**src/rtl/pwm_duty_ctrl_if.sv**
```systemverilog
// Sample/command and duty/status bundle between the loop supervisor and pwm_duty_ctrl.
interface pwm_duty_ctrl_if #(
  parameter int ADC_WIDTH = 12,
  parameter int BIT_WIDTH = 21
);
  logic                 run;
  logic [ADC_WIDTH-1:0] vref;
  logic                 sample_valid;
  logic [ADC_WIDTH-1:0] sample;
  logic [BIT_WIDTH-1:0] duty;
  logic                 enable;
  logic                 duty_valid;
  logic                 busy;
  logic                 overrun;

  modport master (
    output run, vref, sample_valid, sample,
    input  duty, enable, duty_valid, busy, overrun
  );

  modport slave (
    input  run, vref, sample_valid, sample,
    output duty, enable, duty_valid, busy, overrun
  );
endinterface

```
**src/rtl/pwm_duty_ctrl.sv**
```systemverilog
// Closed-loop PI duty generator with soft-started reference and integrator anti-windup,
// feeding the complementary PWM bridge one sample at a time.
module pwm_duty_ctrl #(
  parameter int BIT_WIDTH = 21,
  parameter int ADC_WIDTH = 12,
  parameter int FRAC_BITS = 4,
  parameter int KP        = 16,
  parameter int KI        = 2,
  parameter int DUTY_MIN  = 20,
  parameter int DUTY_MAX  = 180,
  parameter int SS_STEP   = 1
) (
  input  logic           clk,
  input  logic           rst_n,
  pwm_duty_ctrl_if.slave bus
);

  localparam int ACC_W = 40;
  localparam int ERR_W = ADC_WIDTH + 1;

  localparam logic signed [ACC_W-1:0] KP_S   = ACC_W'(KP);
  localparam logic signed [ACC_W-1:0] KI_S   = ACC_W'(KI);
  localparam logic signed [ACC_W-1:0] DMIN_S = ACC_W'(DUTY_MIN);
  localparam logic signed [ACC_W-1:0] DMAX_S = ACC_W'(DUTY_MAX);
  localparam logic signed [ACC_W-1:0] IMIN_S = ACC_W'(DUTY_MIN) <<< FRAC_BITS;
  localparam logic signed [ACC_W-1:0] IMAX_S = ACC_W'(DUTY_MAX) <<< FRAC_BITS;
  localparam logic [BIT_WIDTH-1:0]    DUTY_RST = BIT_WIDTH'(DUTY_MIN);

  typedef enum logic [1:0] {
    S_IDLE = 2'd0,
    S_ERR  = 2'd1,
    S_MULT = 2'd2,
    S_ACC  = 2'd3
  } state_e;

  state_e state_q, state_d;

  logic accept_s;
  logic drop_s;
  logic ld_err_s;
  logic ld_mult_s;
  logic ld_acc_s;
  logic busy_d;

  logic [ADC_WIDTH-1:0]      sample_q;
  logic [ADC_WIDTH-1:0]      ref_ss_q, ref_ss_d;
  logic [31:0]               ss_sum_s;
  logic signed [ERR_W-1:0]   e_q, e_d;
  logic signed [ACC_W-1:0]   e_ext_s;
  logic signed [ACC_W-1:0]   p_q, p_d;
  logic signed [ACC_W-1:0]   i_q, i_d;
  logic signed [ACC_W-1:0]   integ_q, integ_d;
  logic signed [ACC_W-1:0]   integ_sum_s;
  logic signed [ACC_W-1:0]   u_s;
  logic signed [ACC_W-1:0]   duty_c_s;
  logic [BIT_WIDTH-1:0]      duty_q, duty_d;
  logic                      enable_q;
  logic                      duty_valid_q;
  logic                      busy_q;
  logic                      overrun_q;

  // FSM state register
  always_ff @(posedge clk or negedge rst_n) begin
    if (!rst_n) begin
      state_q <= S_IDLE;
    end else begin
      state_q <= state_d;
    end
  end

  // FSM next state: fixed three-cycle pipeline, abandoned whenever run drops
  always_comb begin
    state_d = state_q;
    if (!bus.run) begin
      state_d = S_IDLE;
    end else begin
      case (state_q)
        S_IDLE: begin
          if (bus.sample_valid) begin
            state_d = S_ERR;
          end else begin
            state_d = S_IDLE;
          end
        end
        S_ERR:   state_d = S_MULT;
        S_MULT:  state_d = S_ACC;
        S_ACC:   state_d = S_IDLE;
        default: state_d = S_IDLE;
      endcase
    end
  end

  // FSM outputs: per-stage load strobes and sample accept/drop decisions
  always_comb begin
    accept_s  = 1'b0;
    drop_s    = 1'b0;
    ld_err_s  = 1'b0;
    ld_mult_s = 1'b0;
    ld_acc_s  = 1'b0;
    busy_d    = (state_d != S_IDLE);
    if (bus.run) begin
      accept_s  = (state_q == S_IDLE) && bus.sample_valid;
      drop_s    = (state_q != S_IDLE) && bus.sample_valid;
      ld_err_s  = (state_q == S_ERR);
      ld_mult_s = (state_q == S_MULT);
      ld_acc_s  = (state_q == S_ACC);
    end else begin
      accept_s  = 1'b0;
    end
  end

  // Datapath: soft-start reference, error, gains, clamped integrator and duty
  always_comb begin
    ss_sum_s = 32'(ref_ss_q) + 32'(SS_STEP);
    // Snap to vref on reaching it, and also when vref has dropped below the ramp.
    if ((ss_sum_s >= 32'(bus.vref)) || (ref_ss_q > bus.vref)) begin
      ref_ss_d = bus.vref;
    end else begin
      ref_ss_d = ADC_WIDTH'(ss_sum_s);
    end

    e_d     = $signed({1'b0, ref_ss_q}) - $signed({1'b0, sample_q});
    e_ext_s = {{(ACC_W-ERR_W){e_q[ERR_W-1]}}, e_q};
    p_d     = e_ext_s * KP_S;
    i_d     = e_ext_s * KI_S;

    integ_sum_s = integ_q + i_q;
    if (integ_sum_s < IMIN_S) begin
      integ_d = IMIN_S;
    end else if (integ_sum_s > IMAX_S) begin
      integ_d = IMAX_S;
    end else begin
      integ_d = integ_sum_s;
    end

    u_s = (p_q + integ_d) >>> FRAC_BITS;
    if (u_s < DMIN_S) begin
      duty_c_s = DMIN_S;
    end else if (u_s > DMAX_S) begin
      duty_c_s = DMAX_S;
    end else begin
      duty_c_s = u_s;
    end
    duty_d = BIT_WIDTH'(duty_c_s);
  end

  // Pipeline and output registers; run low clears the loop state on the next edge
  always_ff @(posedge clk or negedge rst_n) begin
    if (!rst_n) begin
      sample_q     <= '0;
      ref_ss_q     <= '0;
      e_q          <= '0;
      p_q          <= '0;
      i_q          <= '0;
      integ_q      <= IMIN_S;
      duty_q       <= DUTY_RST;
      enable_q     <= 1'b0;
      duty_valid_q <= 1'b0;
      busy_q       <= 1'b0;
      overrun_q    <= 1'b0;
    end else begin
      busy_q       <= busy_d;
      duty_valid_q <= ld_acc_s;
      if (!bus.run) begin
        ref_ss_q  <= '0;
        integ_q   <= IMIN_S;
        duty_q    <= DUTY_RST;
        enable_q  <= 1'b0;
        overrun_q <= 1'b0;
      end else begin
        if (accept_s) begin
          sample_q <= bus.sample;
          ref_ss_q <= ref_ss_d;
        end
        if (drop_s) begin
          overrun_q <= 1'b1;
        end
        if (ld_err_s) begin
          e_q <= e_d;
        end
        if (ld_mult_s) begin
          p_q <= p_d;
          i_q <= i_d;
        end
        if (ld_acc_s) begin
          integ_q  <= integ_d;
          duty_q   <= duty_d;
          enable_q <= 1'b1;
        end
      end
    end
  end

  assign bus.duty       = duty_q;
  assign bus.enable     = enable_q;
  assign bus.duty_valid = duty_valid_q;
  assign bus.busy       = busy_q;
  assign bus.overrun    = overrun_q;

endmodule

```
**src/flat_wrapper.sv**
```systemverilog
// flat-port wrapper written by rule: the top's interface ports become plain ports
module pwm_duty_ctrl_flat 
#(
  parameter int BIT_WIDTH = 21,
  parameter int ADC_WIDTH = 12,
  parameter int FRAC_BITS = 4,
  parameter int KP        = 16,
  parameter int KI        = 2,
  parameter int DUTY_MIN  = 20,
  parameter int DUTY_MAX  = 180,
  parameter int SS_STEP   = 1
)
  (clk, rst_n, bus_run, bus_vref, bus_sample_valid, bus_sample, bus_duty, bus_enable, bus_duty_valid, bus_busy, bus_overrun);
  pwm_duty_ctrl_if #(.ADC_WIDTH(ADC_WIDTH), .BIT_WIDTH(BIT_WIDTH)) bus_i ();
  input  logic clk;
  input  logic rst_n;
  input wire logic [$bits(bus_i.run)-1:0] bus_run;
  input wire logic [$bits(bus_i.vref)-1:0] bus_vref;
  input wire logic [$bits(bus_i.sample_valid)-1:0] bus_sample_valid;
  input wire logic [$bits(bus_i.sample)-1:0] bus_sample;
  output wire logic [$bits(bus_i.duty)-1:0] bus_duty;
  output wire logic [$bits(bus_i.enable)-1:0] bus_enable;
  output wire logic [$bits(bus_i.duty_valid)-1:0] bus_duty_valid;
  output wire logic [$bits(bus_i.busy)-1:0] bus_busy;
  output wire logic [$bits(bus_i.overrun)-1:0] bus_overrun;
  assign bus_i.run = bus_run;
  assign bus_i.vref = bus_vref;
  assign bus_i.sample_valid = bus_sample_valid;
  assign bus_i.sample = bus_sample;
  assign bus_duty = bus_i.duty;
  assign bus_enable = bus_i.enable;
  assign bus_duty_valid = bus_i.duty_valid;
  assign bus_busy = bus_i.busy;
  assign bus_overrun = bus_i.overrun;
  pwm_duty_ctrl #(.BIT_WIDTH(BIT_WIDTH), .ADC_WIDTH(ADC_WIDTH), .FRAC_BITS(FRAC_BITS), .KP(KP), .KI(KI), .DUTY_MIN(DUTY_MIN), .DUTY_MAX(DUTY_MAX), .SS_STEP(SS_STEP)) u_core (.clk(clk), .rst_n(rst_n), .bus(bus_i));
endmodule
```
**config.mk**
```make
export PLATFORM = sky130hd
export DESIGN_NAME = pwm_duty_ctrl_flat
export DESIGN_NICKNAME = d
export VERILOG_FILES = /design/src/rtl/pwm_duty_ctrl_if.sv /design/src/rtl/pwm_duty_ctrl.sv /design/src/flat_wrapper.sv
export SDC_FILE = /design/constraint.sdc
export NUM_CORES = 1
export LEC_CHECK = 0
export ABC_AREA = 1
export BUFFER_PORTS_ARGS = -buffer_cell sky130_fd_sc_hd__clkbuf_2
export CAP_MARGIN = 15
export CORE_UTILIZATION = 64
export CTS_BUF_LIST = sky130_fd_sc_hd__clkbuf_8
export CTS_CLUSTER_SIZE = 25
export DETAILED_ROUTE_END_ITERATION = 10
export GPL_ROUTABILITY_DRIVEN = 0
export PLACE_DENSITY = 0.91
export SLEW_MARGIN = 0
export SYNTH_ARGS = -nofsm -noshare
export SYNTH_HDL_FRONTEND = slang
export SYNTH_SLANG_ARGS = --single-unit
```
**constraint.sdc**
```tcl
create_clock -name clk -period 8.6 [get_ports clk]
set_input_delay 1.72 -clock clk [delete_from_list [all_inputs] [get_ports clk]]
set_output_delay 1.72 -clock clk [all_outputs]
set_load 0.03 [all_outputs]
```
==> flow_summary.yaml <==
floorplan:
  num_rows: 48
  start_util_pct: 65.4
  die_w_um: 135
  coreArea_um2: 17300
  dieArea_um2: 18200
  ios: 53
  die_height_um: 135
critical_path:
  critPathMaxFanout: 52
  worstSetupPathType: "reg2reg"
  crit_top_cell: "nand2_1"
  path_depth: 38
  crit_arrival_ps: 6490
  r2r_cells: 38
  worstPathRequired_ps: 8990
  critPathBufInv: 3
  endpoint_kind: "flop"
  crit_family: "simple AND/OR/NAND/NOR gates"
  critPathLaunchType: "flop"
  slowest_delay_ps: 520
  crit_path_top_delay_cell: "buf_4"
sta:
  slew_violations: 0
  finalHoldViolCount: 0
  rsz0062_at_grt: "no"
  tns_ps: 0
  relSlewSlack_pct: 46.2
  setup_viol: 0
  period_share_pct: 71.0
  period_needed_ps: 6100
  tightest_slew_ps: 806
  fmax_mhz: 164
  finClkSkew_ps: 9.83
synthesis:
  syn_area_per_cell_um2: 6.32
  synth-seq-cells: 116
  synthDistinctLibCells: 47
  yosys_warnings: 0
  netlist_area_um2: 11300
  yosysSeqAreaShare_pct: 25.7
  netlist_instances: 1792
  synthArstFlopShare_pct: 100
  synth_edf_count: 0
  synthFlopType: "dfrtp_1"
cts:
  h-tree-depth: 4
  root_buffer: "clkbuf_8"
  cts-resized-gates: 0
  post-cts-setup-buffer-count: 0
  insertion_delay_ps: 470
  clock_tree.buffer_depth: 2
  cts_buffers: 17
  tritoncts: "built"
  postCtsHoldBufs: 0
  clkSinkCount: 116
  clk_pin_slew_ps: 80
finish:
  drive_gt1_share_pct: 8.38
  layout.nets: 2012
  fillers: 1401
  final_cell_mix: "nand2_1, inv_1, nor2_1"
  antenna_cells: 0
  fin_cells: 2110
  area_growth_syn_to_layout_pct: 8.96
  final_common_cell: "nand2_1"
drt:
  totalWireLength_um: 30900
  routedWlPerCell_um: 14.6
  ant_nets: 0
  avgViaCountPerCell: 5.66
  vias: 11900
  drc: 0
  dr.pass1.iters: 6
  drt_iter0_drc: 1360
global_routing:
  grt_usage_pct: 35.1
  grt_start_max_net_pins: 65
  grt_antenna_before_repair: 0
  overflow: 0
  first_global_vias: 11200
  grt_pass1_wl_um: 50900
pwr:
  total_power_mw: 3.11
  leakagePower_nw: 6.98
  p_per_area_nw_per_um2: 252
  ir_worst_vdd_v: 0.000141
job:
  drv_cap: 0
placement:
  hpwl_um: 24100
  placed_cells: 2078
  io_buffers: 52
worst_hold_path:
  holdPathStages: 2
  hold_path.class: "reg2reg"
status:
  status: "finished, final reports clean"
## per-layer routing
metal / vias to the layer above / global-route usage [%] / share of wire [%]
met5: - / 0 / 0
met4: 0 / 23.2 / 6.3
met3: 165 / 5.71 / 8.8
met2: 671 / 57.3 / 45
met1: 5300 / 42.9 / 40
li1: 5803 / - / -
## cell usage after synthesis (7+ instances only)
cell | n | share of area, %
nand2_1 | 510 | 17
nor3_1 | 14 | 0.62
nor2_2 | 11 | 0.61
nand3_1 | 99 | 4.4
nor2_1 | 244 | 8.1
o32ai_1 | 10 | 0.77
xnor2_1 | 19 | 1.5
o21ai_1 | 7 | 0.31
o21bai_1 | 9 | 0.60
nand4_1 | 30 | 1.7
dfrtp_1 | 112 | 25
o21ai_0 | 57 | 2.5
ha_1 | 109 | 12
xor2_1 | 24 | 1.9
clkbuf_1 | 13 | 0.43
mux2_2 | 10 | 1.0
inv_1 | 321 | 11
nand2_2 | 18 | 1.0
a21oi_1 | 103 | 4.6
## worst paths after layout
path / end / from / slack [ps]
worst max-delay path: u_core.bus.duty[0]$_DFFE_PN0P_ / u_core.p_q[16]$_DFFE_PN0P_ / 2500
worst min-delay path: u_core.bus.duty[7]$_DFFE_PN0P_ / u_core.bus.duty[7]$_DFFE_PN0P_ / 480
worst max register to register: u_core.bus.duty[0]$_DFFE_PN0P_ / u_core.p_q[16]$_DFFE_PN0P_ / 2500
worst min register to register: u_core.bus.duty[7]$_DFFE_PN0P_ / u_core.bus.duty[7]$_DFFE_PN0P_ / 480
max in group asynchronous: u_core.p_q[16]$_DFFE_PN0P_ / rst_n / 6020
min in group asynchronous: u_core.integ_q[28]$_DFFE_PN0P_ / rst_n / 1280
## report_power, final
part	switching, mW	internal, mW	leakage [nW]
Combinational	1.23	0.608	5.24
Clock	0.272	0.294	0.215
Sequential	0.0797	0.623	1.53
Total	1.58	1.53	6.98
## flip-flops by register name (all words and copies together) (netlist names)
signal	flops
u_core.integ_q	39
u_core.bus.duty	21
u_core.e_q	13
u_core.p_q	13
u_core.ref_ss_q	12
u_core.sample_q	12
u_core.state_q	2
u_core.bus.busy	1
u_core.bus.duty_valid	1
u_core.bus.enable	1
u_core.bus.overrun	1
## tightest hold or removal path, delay by kind of cell, from the launching register on
family           cells  cell delay [ps]
flip-flops           1              350
AND/OR/NAND/NOR      2              110
## stage by stage
step	worst slack, ps	util [%]	hold slack, ps	area, um2
finish	2500	71.3	483	12300
detailed placement	2680	68.8	470	11900
global placement	2850	68.8	463	11900
global route	1810	71.3	514	12300
floorplan	3260	-	448	11400
CTS	2600	71.3	490	12300
## cell families (layout without fill, tap and decap cells)
kind of cell | count (synthesis) | after routing | share of synthesized area [%]
xor+xnor | 43 | 43 | 3.33
simple gates | 956 | 956 | 35.5
buf+inv | 345 | 417 | 11.6
flops | 116 | 116 | 25.7
compound gates | 209 | 209 | 10.3
other cells | 1 | 22 | 0.0331
fa+ha+maj | 112 | 112 | 12.6
mux | 10 | 10 | 0.995
## final cells by class
class	instances	area, um2	share of cell area (%)
tap	225	282	2.28
inverter	328	1230	9.98
sequential	116	2910	23.6
multi-input combinational	1352	7180	58.2
timing repair buffer	57	300	2.44
clock buffer	17	234	1.90
clock inverter	15	195	1.58
(Power assumes the default switching activity.)
